===== src/rtl/mod461_pkg.sv =====
// Shared constants, FSM state type and constant helpers for the mod-461
// residue datapath.
package mod461_pkg;

   localparam int unsigned MOD        = 461;
   localparam int unsigned CHUNK_W    = 6;
   localparam int unsigned RES_W      = 9;
   localparam int unsigned POS_W      = 4;
   localparam int unsigned MAX_CHUNKS = 16;

   // Modulus at the width of an unreduced sum of two residues.
   localparam logic [RES_W:0] MOD_SUM = 10'd461;

   typedef enum logic [1:0] {
      IDLE = 2'd0,
      RUN  = 2'd1,
      DONE = 2'd2
   } state_e;

   // 2^k mod 461 by repeated doubling; only evaluated at elaboration time
   // to build the per-position chunk weights.
   function automatic logic [RES_W-1:0] pow2_mod(input int unsigned k);
      logic [RES_W:0] r;
      r = 10'd1;
      for (int unsigned i = 0; i < k; i++) begin
         r = r << 1;
         if (r >= MOD_SUM) begin
            r = r - MOD_SUM;
         end
      end
      return r[RES_W-1:0];
   endfunction

   // Modular add of two values already in 0..460: the raw sum is at most
   // 920, so one conditional subtract is enough.
   function automatic logic [RES_W-1:0] mod_add(input logic [RES_W-1:0] a,
                                                input logic [RES_W-1:0] b);
      logic [RES_W:0] s;
      s = {1'b0, a} + {1'b0, b};
      if (s >= MOD_SUM) begin
         s = s - MOD_SUM;
      end
      return s[RES_W-1:0];
   endfunction

endpackage


===== src/rtl/mod461_chunk_lut.sv =====
// Combinational chunk-weight table: res = (chunk * 2^(6*pos)) mod 461.
// Each position is a constant-weight multiply/reduce of a 6-bit input, so a
// synthesizer can collapse every position into a small 6-input LUT block.
module mod461_chunk_lut
   import mod461_pkg::*;
(
   input  logic [POS_W-1:0]   pos,
   input  logic [CHUNK_W-1:0] chunk,
   output logic [RES_W-1:0]   res
);

   // 63 * 460 = 28980 fits in 15 bits.
   localparam int unsigned PROD_W = 15;

   logic [RES_W-1:0] res_pos [MAX_CHUNKS];

   for (genvar p = 0; p < MAX_CHUNKS; p++) begin : g_pos
      localparam logic [RES_W-1:0]  WEIGHT   = pow2_mod(CHUNK_W * p);
      localparam logic [PROD_W-1:0] WEIGHT_W = {{(PROD_W-RES_W){1'b0}}, WEIGHT};
      localparam logic [PROD_W-1:0] MOD_W    = 15'd461;

      logic [PROD_W-1:0] prod;
      logic [PROD_W-1:0] rem;

      assign prod       = {{(PROD_W-CHUNK_W){1'b0}}, chunk} * WEIGHT_W;
      assign rem        = prod % MOD_W;
      assign res_pos[p] = rem[RES_W-1:0];
   end

   assign res = res_pos[pos];

endmodule


===== src/rtl/mod461_serial_reducer.sv =====
// Serial mod-461 reducer: captures a 6*NCHUNK-bit operand, walks it one
// 6-bit chunk per cycle (LSB first) through a shared weight table, and
// accumulates the chunk residues with a modular adder. The result is
// offered on a valid/ready port; a new operand is only taken in IDLE.
//
// state | meaning
// IDLE  | waiting for an operand, in_ready high
// RUN   | one chunk folded into acc per cycle, idx = chunk position
// DONE  | out_valid high, out_residue = acc held until out_ready
module mod461_serial_reducer
   import mod461_pkg::*;
#(
   parameter int unsigned NCHUNK = 8
) (
   input  logic                      clk,
   input  logic                      rst_n,
   input  logic                      in_valid,
   output logic                      in_ready,
   input  logic [CHUNK_W*NCHUNK-1:0] in_operand,
   output logic                      out_valid,
   input  logic                      out_ready,
   output logic [RES_W-1:0]          out_residue,
   output logic                      busy
);

   localparam int unsigned      OP_W     = CHUNK_W * NCHUNK;
   localparam logic [POS_W-1:0] LAST_IDX = POS_W'(NCHUNK - 1);

   state_e           state;
   state_e           state_nxt;
   logic [OP_W-1:0]  operand_q;
   logic [RES_W-1:0] acc;
   logic [POS_W-1:0] idx;
   logic [RES_W-1:0] lut_res;
   logic             accept;
   logic             last_chunk;

   // The operand register shifts right each RUN cycle, so the current chunk
   // is always the low bits; idx only selects the weight.
   mod461_chunk_lut u_lut (
      .pos   (idx),
      .chunk (operand_q[CHUNK_W-1:0]),
      .res   (lut_res)
   );

   assign accept      = in_valid & in_ready;
   assign last_chunk  = (idx == LAST_IDX);
   assign out_residue = acc;

   // FSM state register.
   always_ff @(posedge clk or negedge rst_n) begin
      if (!rst_n) begin
         state <= IDLE;
      end else begin
         state <= state_nxt;
      end
   end

   // Next state and handshake outputs, all decoded from the current state.
   always_comb begin
      state_nxt = state;
      in_ready  = 1'b0;
      out_valid = 1'b0;
      busy      = 1'b0;
      case (state)
         IDLE: begin
            in_ready = 1'b1;
            if (in_valid) begin
               state_nxt = RUN;
            end
         end
         RUN: begin
            busy = 1'b1;
            if (last_chunk) begin
               state_nxt = DONE;
            end
         end
         DONE: begin
            busy      = 1'b1;
            out_valid = 1'b1;
            if (out_ready) begin
               state_nxt = IDLE;
            end
         end
         default: begin
            state_nxt = IDLE;
         end
      endcase
   end

   // Operand capture and per-chunk accumulate; acc stays in 0..460 because
   // both addends are reduced residues.
   always_ff @(posedge clk or negedge rst_n) begin
      if (!rst_n) begin
         operand_q <= '0;
         acc       <= '0;
         idx       <= '0;
      end else if (accept) begin
         operand_q <= in_operand;
         acc       <= '0;
         idx       <= '0;
      end else if (state == RUN) begin
         operand_q <= operand_q >> CHUNK_W;
         acc       <= mod_add(acc, lut_res);
         idx       <= idx + POS_W'(1);
      end
   end

endmodule


===== config.mk =====
export PLATFORM = sky130hd
export DESIGN_NAME = mod461_serial_reducer
export DESIGN_NICKNAME = d
export VERILOG_FILES = /design/src/rtl/mod461_pkg.sv /design/src/rtl/mod461_chunk_lut.sv /design/src/rtl/mod461_serial_reducer.sv
export SDC_FILE = /design/constraint.sdc
export NUM_CORES = 1
export LEC_CHECK = 0
export BUFFER_PORTS_ARGS = -buffer_cell sky130_fd_sc_hd__buf_4
export CORE_AREA = 2 2 312 314
export CTS_CLUSTER_SIZE = 40
export DETAILED_ROUTE_END_ITERATION = 10
export DIE_AREA = 0 0 314 316
export GPL_TIMING_DRIVEN = 0
export PLACE_DENSITY = 0.65
export REMOVE_ABC_BUFFERS = 1
export SLEW_MARGIN = 20
export SYNTH_ARGS = -nofsm -noshare
export SYNTH_HDL_FRONTEND = slang
export SYNTH_SLANG_ARGS = --single-unit

===== constraint.sdc =====
create_clock -name clk -period 18.8 [get_ports clk]
set_clock_uncertainty 0.1 [all_clocks]
set_input_delay 0.94 -clock clk [delete_from_list [all_inputs] [get_ports clk]]
set_output_delay 0.94 -clock clk [all_outputs]
set_load 0.01 [all_outputs]

**Word level (Yosys, flattened, before mapping)**

Cells that the tools add are included.

- Latch bits: 0
- Output and inout bits: 12
- Memories kept: 0
- Bits in registers: 63
- ROM bits: 0
- Bits in writable memories: 0
- Input bits: 52
- Logic and storage cells: 68

- $lt $le $gt $ge: 2
- Bitwise logic cells: 2
- Equal/unequal tests: 6
- Add/sub/neg operators: 3
- Divide/modulo/power cells: 16
- Multipliers: 14
- Reduce and logical (&&, ||, !) cells: 4
- Multiplexer cells: 17
- Shift operators: 0

Operators by type and width:

| cell | count |
|---|---|
| 48-bit 2-to-1 mux | 2 |
| 15-bit by 9-bit remainder unit with 15-bit output (second input constant) | 6 |
| 6-bit by 6-bit multiplier with 12-bit output (second input constant) | 4 |
| 14-bit by 9-bit remainder unit with 15-bit output (second input constant) | 3 |
| 6-bit by 9-bit multiplier with 15-bit output (second input constant) | 3 |
| 9-bit 2-to-1 mux | 5 |
| 9-bit binary-select mux with 4-bit select | 1 |
| 11-bit by 9-bit remainder unit with 15-bit output (second input constant) | 2 |
| 12-bit by 9-bit remainder unit with 15-bit output (second input constant) | 2 |
| 6-bit by 7-bit multiplier with 13-bit output (second input constant) | 2 |
| 6-bit by 4-bit multiplier with 10-bit output (second input constant) | 2 |
| 6-bit by 3-bit multiplier with 9-bit output (second input constant) | 2 |
| 13-bit by 9-bit remainder unit with 15-bit output (second input constant) | 1 |
| 6-bit by 9-bit remainder unit with 15-bit output (second input constant) | 1 |
| 9-bit by 9-bit remainder unit with 15-bit output (second input constant) | 1 |
| 6-bit by 8-bit multiplier with 14-bit output (second input constant) | 1 |
| 9-bit by 9-bit adder with 10-bit output | 1 |
| 10-bit by 9-bit greater-or-equal comparator with 1-bit output (second input constant) | 1 |
| 9-bit subtractor (second input constant) | 1 |
| 4-bit 2-to-1 mux | 2 |
| 2-bit 2-to-1 mux | 3 |
| 2-bit != test (second input constant) | 3 |
| 2-bit case mux with 3 select lines | 1 |
| 5-bit greater-or-equal comparator (second input constant) | 1 |
| 11 further kinds | 13 |

**Logic depth before layout (Yosys ltp)**

- Word-level depth: 10
- Gate-level depth with buffers: 65
- Mapped depth without buffers: 61

**Hierarchy**

From an unflattened synthesis, not the netlist that was laid out.

- Cell total of the unflattened synthesis: 5602
- Area total of the unflattened synthesis: 38971.1 um^2

Modules (own cells, without submodules):

| module | times used | area an instance (um^2) | cells an instance | seq. area each (um^2) |
|---|---|---|---|---|
| mod461_chunk_lut | 1 | 35377.7 | 5220 | 0.0 |
| mod461_serial_reducer | 1 | 3593.4 | 382 | 1576.5 |

**Least setup slack after synthesis**

No wires, ideal clock.

- Path kind: flip-flop to flip-flop
- Start point: register operand_q[0]
- End point: register acc[8] (netlist: out_residue[8])
- Clock period less this slack: 14.477 ns
- Required time: 18.606 ns
- Setup time: 0.094 ns
- Stages on the path, launching flop included: 60
- Slack: 4.323 ns
- Path buffers: 3
- Arrival time: 14.283 ns
- Cell sequence: dfrtp_1 > clkinv_1 > clkbuf_1 > buf_1 > ha_1 > ha_1 > inv_1 > fa_1 > inv_1 > ha_1 > o21a_1 > a2111o_1 > a211oi_2 > o211a_1 > buf_4 > mux2_2 > o21ai_2 > nand2_1 > (+24 left out) > nor2_1 > a2111oi_2 > nor4_1 > a2111oi_2 > ha_1 > a21oi_1 > o21bai_1 > a21oi_1 > o21bai_1 > a21oi_1 > xnor2_1 > and2_1 > nand3_1 > nand3b_1 > nor2b_1 > nand2_1 > xor2_1 > a211oi_1

- Word-level cells in the longest chain between the ends: 10
- Elaborated cells between the ends (all ways): 39
- Those cells by class: add/sub: 2; mul: 14; div: 16; order compare: 1; mux: 6

RTL lines:

| element | line | RTL |
|---|---|---|
| from (decl) | mod461_serial_reducer.sv:31 | `logic [OP_W-1:0] operand_q;` |
| from (signal assigned) | mod461_serial_reducer.sv:99 | `operand_q <= in_operand;` |
| from (signal assigned) | mod461_serial_reducer.sv:103 | `operand_q <= operand_q >> CHUNK_W;` |
| 6-bit by 9-bit multiplier with 15-bit output (tied with other cells) | mod461_chunk_lut.sv:25 | `assign prod = {{(PROD_W-CHUNK_W){1'b0}}, chunk} * WEIGHT_W;` |
| 15-bit by 9-bit remainder unit with 15-bit output (tied with other cells) | mod461_chunk_lut.sv:26 | `assign rem = prod % MOD_W;` |
| 9-bit binary-select mux with 4-bit select * | mod461_chunk_lut.sv:30 | `assign res = res_pos[pos];` |
| 9-bit 2-to-1 mux (implied by the code) * (2 in a row) | mod461_chunk_lut.sv:30 |  |
| 9-bit by 9-bit adder with 10-bit output * | mod461_pkg.sv:39 | `s = {1'b0, a} + {1'b0, b};` |
| 9-bit subtractor / 10-bit by 9-bit greater-or-equal comparator with 1-bit output (equally long branches) | mod461_pkg.sv:41, mod461_pkg.sv:40 |  |
| 9-bit 2-to-1 mux * | mod461_pkg.sv:40 | `if (s >= MOD_SUM) begin` |
| 9-bit 2-to-1 mux * | mod461_serial_reducer.sv:102 | `end else if (state == RUN) begin` |
| 9-bit 2-to-1 mux * | mod461_serial_reducer.sv:98 | `end else if (accept) begin` |
| to (signal assigned) | mod461_serial_reducer.sv:104 | `acc <= mod_add(acc, lut_res);` |
| to (decl) | mod461_serial_reducer.sv:32 | `logic [RES_W-1:0] acc;` |

Every way passes the cells marked *; elsewhere a longest branch is shown, timed or not. The select of a mux whose other input is x is not followed.
A chain may end at the register's enable or synchronous reset.

**Worst setup path in the final report**

- Start point: register operand_q[2]
- End point: register acc[8] (netlist: out_residue[8])

The elaborated chain is that of the path after synthesis.

==> reports/metrics.cfg <==
[final_layout]
stdcell_count=6487
area_growth_pct=4.121
fillers=9956
drive_gt1_share_pct=9.346
layout.nets=5543
antenna_cells=0

[worst_setup_path]
crit_arrival_ns=18.05
criticalPathCategory=reg -> reg
required_ns=18.95
critPathCaptureType=flip-flop
path_max_fanout=24
start_kind=flip-flop
max_stage_delay_ns=0.81
crit_slowest_cell=dfrtp_2

[place]
dpl.cell_count=6469
dp_hpwl_mm=100.6
place_congestion=0.9847
portBuffers=63

[sta]
relSlewSlack_pct=25.33
max_freq_mhz=55.86
setup_viol=0
hold_viol=0
setup_tns_ns=0
tightest_slew_ns=1.119
grt_setup_unrepaired=no
period_minus_slack_ns=17.90
maxSlewViolCount=0
period_share_pct=95.22

[yosys]
ys_seq_elements=63
yosysWarningCount=0
synth_top_area_share_pct=7.412
ys_seq_area_share_pct=4.150
yosys.area.top_type=ha_1
synth_enable_flop_cells=0
synth_area_per_cell_um2=7.088
syn_inst=5359
synthArstFlopShare_pct=100.0
synth_flop_cell=dfrtp_1
synth.area.top_cells=ha_1, xnor2_1, nor2_1
mappedNetlistArea_um2=37980
synth_cell_type_count=162
synth_commonest_cells=nor2_1, nand2_1, o21ai_0, a21oi_1, xnor2_1
yosysMostFrequentCell=nor2_1

[grt]
gr-total-overflow=0
grt_pass1_wl_mm=203.7
antenna_found_initial=0
grtUsageTotal_pct=24.63
grt_max_degree=90
grt_pass1_vias=37620

[min_path]
hold_path_class=reg -> reg

[route]
wl_per_cell_um=19.89
vias=41590
first_iter_violations=4275
ant_nets=0
finalWirelength_mm=129.0
remaining_drc_errors=0
via_per_inst=6.411
dr.pass1.iters=6

[cts]
numCtsBuffers=9
clkTransAtPathRegs_ns=0.06
cts_sinks=63
cts.path.max_buffers=2
clk_latency_ns=0.34
cts_htree_levels=3
ctsRootBufferMaster=clkbuf_16
cts_tree=yes

[floorplanning]
dieArea_um2=99220
ioPinCount=64
die_h_um=316
initial_core_util_pct=39.57
row_count=114
core_um2=95990
die_w_um=314

[run_status]
status=finished, final reports clean

[flow_run]
cap_violations=0

[per-layer routing]
metal / up-vias / GRT usage (%) / routed length, µm
li1: 20000 / - / -
met1: 19740 / 33.97 / 57940
met2: 1603 / 39.74 / 57390
met3: 252 / 2.237 / 8544
met4: 0 / 9.352 / 5170
met5: - / 0 / 0
[cells by family after synthesis]
logic type	after synthesis	synth area share, %
compound gates	1844	36.14
buf+inv	491	5.877
simple gates	2027	27.12
flops	63	4.150
xor+xnor	454	10.70
mux	184	5.145
fa+ha+maj	296	10.87
[stage by stage]
step / cell area, µm² / util (%) / hold WS [ns] / setup slack (ns)
6_report: 39550 / 41.20 / 0.4482 / 0.8995
5_1_grt: 39550 / 41.20 / 0.4685 / 0.06013
4_1_cts: 39480 / 41.13 / 0.4492 / 0.01532
3_5_place_dp: 39130 / 40.77 / 0.4354 / 0.08574
3_3_place_gp: 38760 / 40.37 / 0.4129 / -4.750
2_1_floorplan: 36690 / - / 0.3890 / 2.141
[worst max-delay path: cells and delay by family, from the launching register on]
kind	cells	cell delay, ns
xor+xnor	3	0.62
compound gates	23	7.40
simple gates	16	3.18
flops	1	0.81
mux	2	1.12
fa+ha+maj	8	3.08
buf+inv	7	1.40
[state kept, by name (all words and copies together) (netlist names)]
name         flops
operand_q       48
state            2
idx              4
out_residue      9
[cell type report]
cell class | count | area, µm² | area share [%]
Timing Repair inverter | 1 | 5.005 | 0.01265
Inverter | 249 | 943.4 | 2.385
Clock buffer | 9 | 225.2 | 0.5695
Tap cell | 1276 | 1597 | 4.037
Clock inverter | 7 | 125.1 | 0.3164
Sequential cell | 63 | 1592 | 4.024
Timing Repair Buffer | 77 | 770.7 | 1.949
Multi-Input combinational cell | 4805 | 34290 | 86.71
[cells in the final DEF, fill, tap and decap left out, types with 29 or more instances in the layout]
| master | count |
|---|---|
| a211o_1 | 45 |
| a211oi_1 | 72 |
| a21o_1 | 66 |
| a21oi_1 | 316 |
| a22oi_1 | 32 |
| a31o_2 | 29 |
| a31oi_1 | 72 |
| and2_1 | 76 |
| and3_1 | 68 |
| buf_4 | 64 |
| dfrtp_1 | 55 |
| fa_1 | 60 |
| ha_1 | 218 |
| inv_1 | 235 |
| mux2_2 | 35 |
| mux2i_1 | 140 |
| nand2_1 | 473 |
| nand2b_1 | 67 |
| nand3_1 | 170 |
| nand4_1 | 50 |
| nor2_1 | 506 |
| nor2b_1 | 51 |
| nor3_1 | 188 |
| nor4_1 | 63 |
| o211ai_1 | 85 |
| o21a_1 | 66 |
| o21ai_0 | 332 |
| o21ai_1 | 41 |
| o22ai_1 | 48 |
| o31a_1 | 30 |
| o31ai_1 | 45 |
| or2_2 | 52 |
| or3_1 | 58 |
| xnor2_1 | 311 |
| xor2_1 | 131 |
[what timing repair did]
item	CTS	global route
resized for setup	0	7
endpoints found under the setup margin	0	9
hold buffers	0	0
setup buffers	0	0
[final timing paths]
check,end,cells after the start,slack [ns],start
max,out_residue[8],59,0.90,operand_q[2]
min reg2reg,operand_q[45],2,0.45,operand_q[45]
max reg2reg,out_residue[8],59,0.90,operand_q[2]
min,operand_q[45],2,0.45,operand_q[45]
max in group asynchronous,operand_q[1],1,17.37,rst_n
min in group asynchronous,state[1],1,0.59,rst_n
Power is left out: the tool's default activity adds up to more than one toggle a clock period on the data nets, which glitch-free logic cannot reach.
